==> config.mk <==
export PLATFORM = sky130hd
export DESIGN_NAME = video_sync_norm
export DESIGN_NICKNAME = d
export VERILOG_FILES = /design/src/rtl/video_sync_norm.sv
export SDC_FILE = /design/constraint.sdc
export NUM_CORES = 1
export LEC_CHECK = 0
export CORE_MARGIN = 3
export CORE_UTILIZATION = 51
export CTS_CLUSTER_DIAMETER = 150
export DETAILED_ROUTE_END_ITERATION = 12
export GPL_TIMING_DRIVEN = 0
export PLACE_DENSITY = 0.76
export SLEW_MARGIN = 25
export SYNTH_ARGS = -nofsm -noshare
export SYNTH_HDL_FRONTEND = slang
export SYNTH_SLANG_ARGS = --single-unit
export TNS_END_PERCENT = 10
==> constraint.sdc <==
create_clock -name clk_sys -period 2.1 [get_ports clk_sys]
set_input_delay 0.21 -clock clk_sys [delete_from_list [all_inputs] [get_ports clk_sys]]
set_output_delay 0.21 -clock clk_sys [all_outputs]
set_load 0.03 [all_outputs]
==> src/rtl/video_sync_norm.sv <==
// Normalises hsync/vsync of unknown polarity to active-low and blanks RGB while either sync is active.
// Optional composite sync output enabled by defining CSYNC_EN.
module video_sync_norm #(
  parameter int unsigned HCNT_W = 12,
  parameter int unsigned VCNT_W = 10
) (
  input  logic       clk_sys,
  input  logic       reset_n,
  input  logic       hs_in,
  input  logic       vs_in,
  input  logic [5:0] r_in,
  input  logic [5:0] g_in,
  input  logic [5:0] b_in,
  output logic       hs_out,
  output logic       vs_out,
  output logic [5:0] r_out,
  output logic [5:0] g_out,
  output logic [5:0] b_out,
  output logic       csync_out,
  output logic       hpol,
  output logic       vpol
);
  localparam int unsigned RGB_W = 18;
  localparam logic [HCNT_W-1:0] HMAX = '1;
  localparam logic [VCNT_W-1:0] VMAX = '1;

  logic             r_hs_d, r_vs_d, r_hs_dd, r_vs_dd, r_stg_vld;
  logic [RGB_W-1:0] r_rgb_d;
  logic [HCNT_W-1:0] r_hhi, r_hlo;
  logic [VCNT_W-1:0] r_vhi, r_vlo;
  logic             r_hseen, r_vseen, r_hpol, r_vpol;
  logic             r_hs_out, r_vs_out;
  logic [RGB_W-1:0] r_rgb_out;
  logic             w_hrise, w_vrise, w_hpol_nxt, w_vpol_nxt, w_hact, w_vact;

  assign w_hrise = r_hs_d & ~r_hs_dd;
  assign w_vrise = r_vs_d & ~r_vs_dd;

  // Stage 1 capture plus previous-value copies for edge detection
  always_ff @(posedge clk_sys or negedge reset_n) begin
    if (!reset_n) begin
      r_hs_d    <= 1'b0;
      r_vs_d    <= 1'b0;
      r_hs_dd   <= 1'b0;
      r_vs_dd   <= 1'b0;
      r_rgb_d   <= '0;
      r_stg_vld <= 1'b0;
    end else begin
      r_hs_d    <= hs_in;
      r_vs_d    <= vs_in;
      r_hs_dd   <= r_hs_d;
      r_vs_dd   <= r_vs_d;
      r_rgb_d   <= {r_in, g_in, b_in};
      r_stg_vld <= 1'b1;
    end
  end

  // Polarity decision; the first period after reset is partial and only arms the seen flag
  always_comb begin
    w_hpol_nxt = r_hpol;
    w_vpol_nxt = r_vpol;
    if (w_hrise && r_hseen) begin
      if (r_hhi < r_hlo)      w_hpol_nxt = 1'b1;
      else if (r_hhi > r_hlo) w_hpol_nxt = 1'b0;
    end
    if (w_vrise && r_vseen) begin
      if (r_vhi < r_vlo)      w_vpol_nxt = 1'b1;
      else if (r_vhi > r_vlo) w_vpol_nxt = 1'b0;
    end
  end

  assign w_hact = w_hpol_nxt ? r_hs_d : ~r_hs_d;
  assign w_vact = w_vpol_nxt ? r_vs_d : ~r_vs_d;

  // Saturating high/low time counters; horizontal per cycle, vertical per line
  always_ff @(posedge clk_sys or negedge reset_n) begin
    if (!reset_n) begin
      r_hhi   <= '0;
      r_hlo   <= '0;
      r_vhi   <= '0;
      r_vlo   <= '0;
      r_hseen <= 1'b0;
      r_vseen <= 1'b0;
      r_hpol  <= 1'b0;
      r_vpol  <= 1'b0;
    end else begin
      r_hpol <= w_hpol_nxt;
      r_vpol <= w_vpol_nxt;
      if (w_hrise) begin
        r_hhi   <= '0;
        r_hlo   <= '0;
        r_hseen <= 1'b1;
      end else if (r_hs_d) begin
        if (r_hhi != HMAX) r_hhi <= r_hhi + HCNT_W'(1);
      end else begin
        if (r_hlo != HMAX) r_hlo <= r_hlo + HCNT_W'(1);
      end
      // A coincident line edge still counts into the freshly cleared frame
      if (w_vrise) begin
        r_vhi   <= (w_hrise && r_vs_d) ? VCNT_W'(1) : '0;
        r_vlo   <= '0;
        r_vseen <= 1'b1;
      end else if (w_hrise) begin
        if (r_vs_d) begin
          if (r_vhi != VMAX) r_vhi <= r_vhi + VCNT_W'(1);
        end else begin
          if (r_vlo != VMAX) r_vlo <= r_vlo + VCNT_W'(1);
        end
      end
    end
  end

  // Stage 2 outputs, held at reset values until stage 1 holds real data
  always_ff @(posedge clk_sys or negedge reset_n) begin
    if (!reset_n) begin
      r_hs_out  <= 1'b1;
      r_vs_out  <= 1'b1;
      r_rgb_out <= '0;
    end else if (r_stg_vld) begin
      r_hs_out  <= ~w_hact;
      r_vs_out  <= ~w_vact;
      r_rgb_out <= (w_hact | w_vact) ? '0 : r_rgb_d;
    end
  end

`ifdef CSYNC_EN
  logic r_csync;
  always_ff @(posedge clk_sys or negedge reset_n) begin
    if (!reset_n)       r_csync <= 1'b1;
    else if (r_stg_vld) r_csync <= ~(w_hact ^ w_vact);
  end
  assign csync_out = r_csync;
`else
  assign csync_out = 1'b1;
`endif

  assign hs_out = r_hs_out;
  assign vs_out = r_vs_out;
  assign {r_out, g_out, b_out} = r_rgb_out;
  assign hpol = r_hpol;
  assign vpol = r_vpol;
endmodule

---- Word-level counts from Yosys, hierarchy flattened ----
Index checks and enable logic that the tools add are counted.
word-level totals
  flip-flop bits (word level) ............. 91
  bits of input ports ..................... 22
  output and inout port bits .............. 23
  logic and storage cells ................. 78
cells by class
  add/sub/neg operators ................... 4
  order comparisons ....................... 4
  eq/ne operators ......................... 6
  mux-type cells .......................... 24
  bitwise operators ....................... 9
  reduce and logical (&&, ||, !) cells .... 14
operators with widths
  kind                                           number
  two-way mux 10 bit                             8
  two-way mux 12 bit                             6
  adder 12 x 1 -> 12 bit, second input constant  2
  != test 12 bit, second input constant          2
  adder 10 x 1 -> 10 bit, second input constant  2
  != test 10 bit, second input constant          2
  two-way mux 18 bit                             1
  nonzero test 2 bit                             7
  > comparator 12 bit                            1
  less-than comparator 12 bit                    1
  > comparator 10 bit                            1
  less-than comparator 10 bit                    1
  two-way mux 1 bit                              9
  inverter 1 bit                                 6
  AND reduction 3 bit                            2
  != test 2 x 1 -> 1 bit, second input constant  2
  AND reduction 2 bit                            2
  logical AND 1 bit                              3
  AND 1 bit                                      2
  OR 1 bit                                       1

---- Depth between registers and ports, before layout ----
Gate-level depths: netlist of run 1.
  depth in word-level cells ............... 7
  mapped depth ............................ 9
  depth with buffers taken out ............ 8

---- Worst setup path after synthesis of run 1 ----
No wires, ideal clock.
  path kind ............................... flip-flop to flip-flop
  start point ............................. register r_vlo[5]
  end point ............................... register r_rgb_out[16]
  setup time .............................. 0.121 ns
  arrival ................................. 1.971 ns
  data required time ...................... 1.979 ns
  setup slack ............................. 0.008 ns
  cell stages (with the launch flop) ...... 10
  buffers on the path ..................... 1
  period minus slack after synthesis ...... 2.092 ns
  path through ............................ dfrtp_1 -> inv_1 -> ha_1 -> a21oi_1 -> o21ai_0 -> a2111oi_0 -> nor3_1 -> a21boi_4 -> buf_6 -> a22o_1
between the ends
  longest elaborated chain between the ends .. 7
  elaborated cells on any way between the ends .. 8
  classes of those cells .................. order compare (2); mux (5); bitwise (1)
ends and longest elaborated chain
  what                    line  RTL
  from (decl)             30    logic [VCNT_W-1:0] r_vhi, r_vlo;
  from (signal assigned)  107   if (r_vlo != VMAX) r_vlo <= r_vlo + VCNT_W'(1);
  > comparator 10 bit     68    else if (r_vhi > r_vlo) w_vpol_nxt = 1'b0;
  two-way mux 1 bit       68
  two-way mux 1 bit (*)   67    if (r_vhi < r_vlo) w_vpol_nxt = 1'b1;
  two-way mux 1 bit (*)   66    if (w_vrise && r_vseen) begin
  two-way mux 1 bit (*)   73    assign w_vact = w_vpol_nxt ? r_vs_d : ~r_vs_d;
  OR 1 bit (*)            122   r_rgb_out <= (w_hact | w_vact) ? '0 : r_rgb_d;
  two-way mux 18 bit (*)  122
  to (signal assigned)    122
  to (decl)               33    logic [RGB_W-1:0] r_rgb_out;
Mark *: on every way between the ends. The rest lies on a longest branch, timed or not.
A chain may end at the register's enable or synchronous reset.

---- Final worst setup path of run 1 ----
  start point ............................. register r_vhi[8]
  end point ............................... register r_rgb_out[2]
between the ends
  longest elaborated chain between the ends .. 7
  elaborated cells on any way between the ends .. 8
  classes of those cells .................. order compare (2); mux (5); bitwise (1)
ends and longest elaborated chain
  what                    line  RTL
  from (decl)             30
  from (signal assigned)  100   r_vhi <= (w_hrise && r_vs_d) ? VCNT_W'(1) : '0;
  from (signal assigned)  105   if (r_vhi != VMAX) r_vhi <= r_vhi + VCNT_W'(1);
  > comparator 10 bit     68
  two-way mux 1 bit       68
  two-way mux 1 bit (*)   67
  two-way mux 1 bit (*)   66
  two-way mux 1 bit (*)   73
  OR 1 bit (*)            122
  two-way mux 18 bit (*)  122
Marks and branches as above.

==> metrics, run 1 <==
hold_ws 276 ps; post-detailed-routing wire length 9.76 mm; met3 WL 348 um; RD Place Congestion 0.814; clock transition at the registers of the reported paths 90 ps; Final Skew 9.73 ps; Post-Place Setup Slack -358 ps; worst min path class input port to asynchronous set/reset pin; R2R Setup Slk -160 ps; remaining antenna violation count 0; RSZ-0062 raised after global routing yes; WP data required 2340 ps; asr flop ratio synth 100%; synthesized area 4320 sq um; Max Transition Viols Final 0; Synth Area per Inst 10.8 sq um; ANT cells 0; TritonCTS clock tree done; fin crit share 107%; CTS Sinks 91; CTS H-tree depth 3; I/O Buffers 43; synthesized netlist cell count 400; ys flop type dfrtp_1; crit end category register; top sig layer met4; Worst Setup Start Kind register; Ys Warns 0; Die ar. 9600 sq um; fin util 68.5%; Worst Path Arrival 2500 ps; Final HPWL DP 6.38 mm; critical setup path kind register to register; register area 2280 sq um; power density cells 808 nW/um^2; total of max-cap violations 0; Clock Tree Root clkbuf_8; final setup fails 21; Filler Cell Count 570; # rows 32; number of buffers created by CTS 9; Netlist cell types 50; Synth area leader dfrtp_1; Leak 2.42 nW; failing checks setup timing; Hold Violations, Final 0; Seq/Total Area, Yosys 52.8%; GRT Overall Usage 20.0%; most numerous cell in the Yosys netlist dfrtp_1; post-route setup slack -156 ps; largest net degree at the start of global routing 71; crit-path max FO 8; core area 7970 sq um; first-pass GRT wire length 15.8 mm; status complete, but fails checks; Via density 5.59; number of global-route vias before repair 3286; Clock Path Buffers 2; footprint of the multi-input gates 2070 sq um; synth-to-layout area growth 26.5%; routed vias 3262; Die Width 98 um; # IOs 45; drt first pass iters 4; Initial DRC Count 177; routed wl met2 5.09 mm; fin crit period 2260 ps; initial antenna violation count 0; Worst-Skew Late Latency 350 ps; Max VDD drop 0.000594 V; slew margin rel. 63.0%; DRC viols 0; number of synthesized register bits 91; share of layout cells above drive strength 1 17.0%; Area contributors post-synth dfrtp_1 (52%), ha_1 (7.5%), a22o_1 (3.7%); Initial Util 54.2%; fmax 443 MHz; global route overflow 0; commonest cells in the netlist dfrtp_1 (89), nor2_1 (37), inv_1 (28); Power Total 0.00441 W; drt wl/cell 16.7 um; Die H 98 um; Layout Nets 526; slew of the pin with the lowest slew margin 551 ps; number of flops mapped to enable cells by yosys 0; post-synth top area share 51.6%; Metal-1 WL 4.16 mm
[sequential cells by signal, indices dropped and copies added, names as in the netlist, 10 cells and up]
name	cells
r_rgb_d	18
r_vhi	10
r_hlo	12
r_vlo	10
r_hhi	12
r_rgb_out	18
[timing repair]
action,CTS,global route
hold endpoints to repair,21,0
setup endpoints to repair,20,36
cloned,1,0
hold buffers,1,0
gates resized for setup,21,17
pin swaps,6,7
buffers inserted,11,9
[path summary, 6_finish.rpt]
check | to | from | cells after the start
setup / recovery | r_rgb_out[2] | r_vhi[8] | 9
hold / removal | r_hhi[1] | reset_n | 2
min in group clk_sys | r_vs_d | vs_in | 1
hold reg to reg | r_hs_dd | r_hs_d | 0
max in group asynchronous | vs_out | reset_n | 3
setup reg to reg | r_rgb_out[2] | r_vhi[8] | 9
[layer usage]
layer	vias up	GRT usage, %
li1	1560	-
met5	-	0
met4	0	5.43
met3	14	4.50
met1	1618	25.9
met2	70	34.0
[stage by stage]
step | cell area (sq um) | instances | TNS [ps]
2_1_floorplan | 4320 | 401 | 0
4_1_cts | 5300 | 575 | -583
5_1_grt | 5460 | 584 | -3920
3_3_place_gp | 4880 | 546 | -222300
3_5_place_dp | 4910 | 547 | -5310
6_report | 5460 | 584 | -2650
[power by group]
| group | internal [W] | switching [W] |
|---|---|---|
| Sequential | 0.00195 | 0.000148 |
| Clock | 0.000460 | 0.000618 |
| Combinational | 0.000563 | 0.000675 |
| Total | 0.00297 | 0.00144 |
[critical path, stage by stage (launching register included)]
cell      delay [ps]
dfrtp_1          450
ha_4             300
nand4_1          170
buf_4            200
o32ai_4          280
and2_4           190
nor3_2            50
a21boi_4         180
buf_12           160
a22o_1           180
[cell families (layout without fill, tap and decap cells)]
group | Yosys count | in the layout | share of synthesized area [%]
xor gates and xnor gates | 31 | 31 | 6.29
AOI/OAI and AO/OA | 62 | 62 | 11.1
DFF | 91 | 91 | 52.8
other | 1 | 2 | 0.0869
muxes | 5 | 5 | 1.19
adders and majority gates | 26 | 26 | 7.54
and+or+nand+nor | 145 | 145 | 17.2
buffers and inverters | 39 | 120 | 3.77
[cells in the final DEF, fill, tap and decap left out, drive strengths merged, types with 3 or more instances in the layout]
| cell type | instances |
|---|---|
| xnor2 | 18 |
| nand2b | 4 |
| nand2 | 27 |
| inv | 29 |
| o31ai | 3 |
| and2 | 4 |
| o21ai | 14 |
| nand3 | 22 |
| a31oi | 4 |
| nand4 | 13 |
| and4 | 5 |
| a211oi | 3 |
| and3 | 6 |
| nor2b | 3 |
| or3 | 3 |
| clkbuf | 17 |
| xor2 | 13 |
| dfrtp | 89 |
| nor2 | 37 |
| ha | 26 |
| mux2i | 4 |
| buf | 27 |
| a22o | 18 |
| a21oi | 10 |
| clkdlybuf4s50 | 42 |
| nor3 | 10 |
[final cells by class]
| cell class | instances | area share [%] |
|---|---|---|
| sequential | 91 | 41.8 |
| multi-input combinational | 271 | 37.8 |
| timing repair buffer | 66 | 11.8 |
| tap | 102 | 2.34 |
| buffer | 11 | 1.08 |
| inverter | 28 | 1.92 |
| clock buffer | 10 | 2.52 |
| clock inverter | 5 | 0.687 |
No activity file was read; power rests on OpenSTA's default activity.
==> inputs of run 2 (changes only) <==
--- a/config.mk
+++ b/config.mk
@@ -5,6 +5,7 @@
 export SDC_FILE = /design/constraint.sdc
 export NUM_CORES = 1
 export LEC_CHECK = 0
+export ABC_CLOCK_PERIOD_IN_PS = 2100
 export CORE_MARGIN = 3
 export CORE_UTILIZATION = 51
 export CTS_CLUSTER_DIAMETER = 150
==> results of run 2 <==
The final DEF is identical to that of run 1; final timing and power are the same.
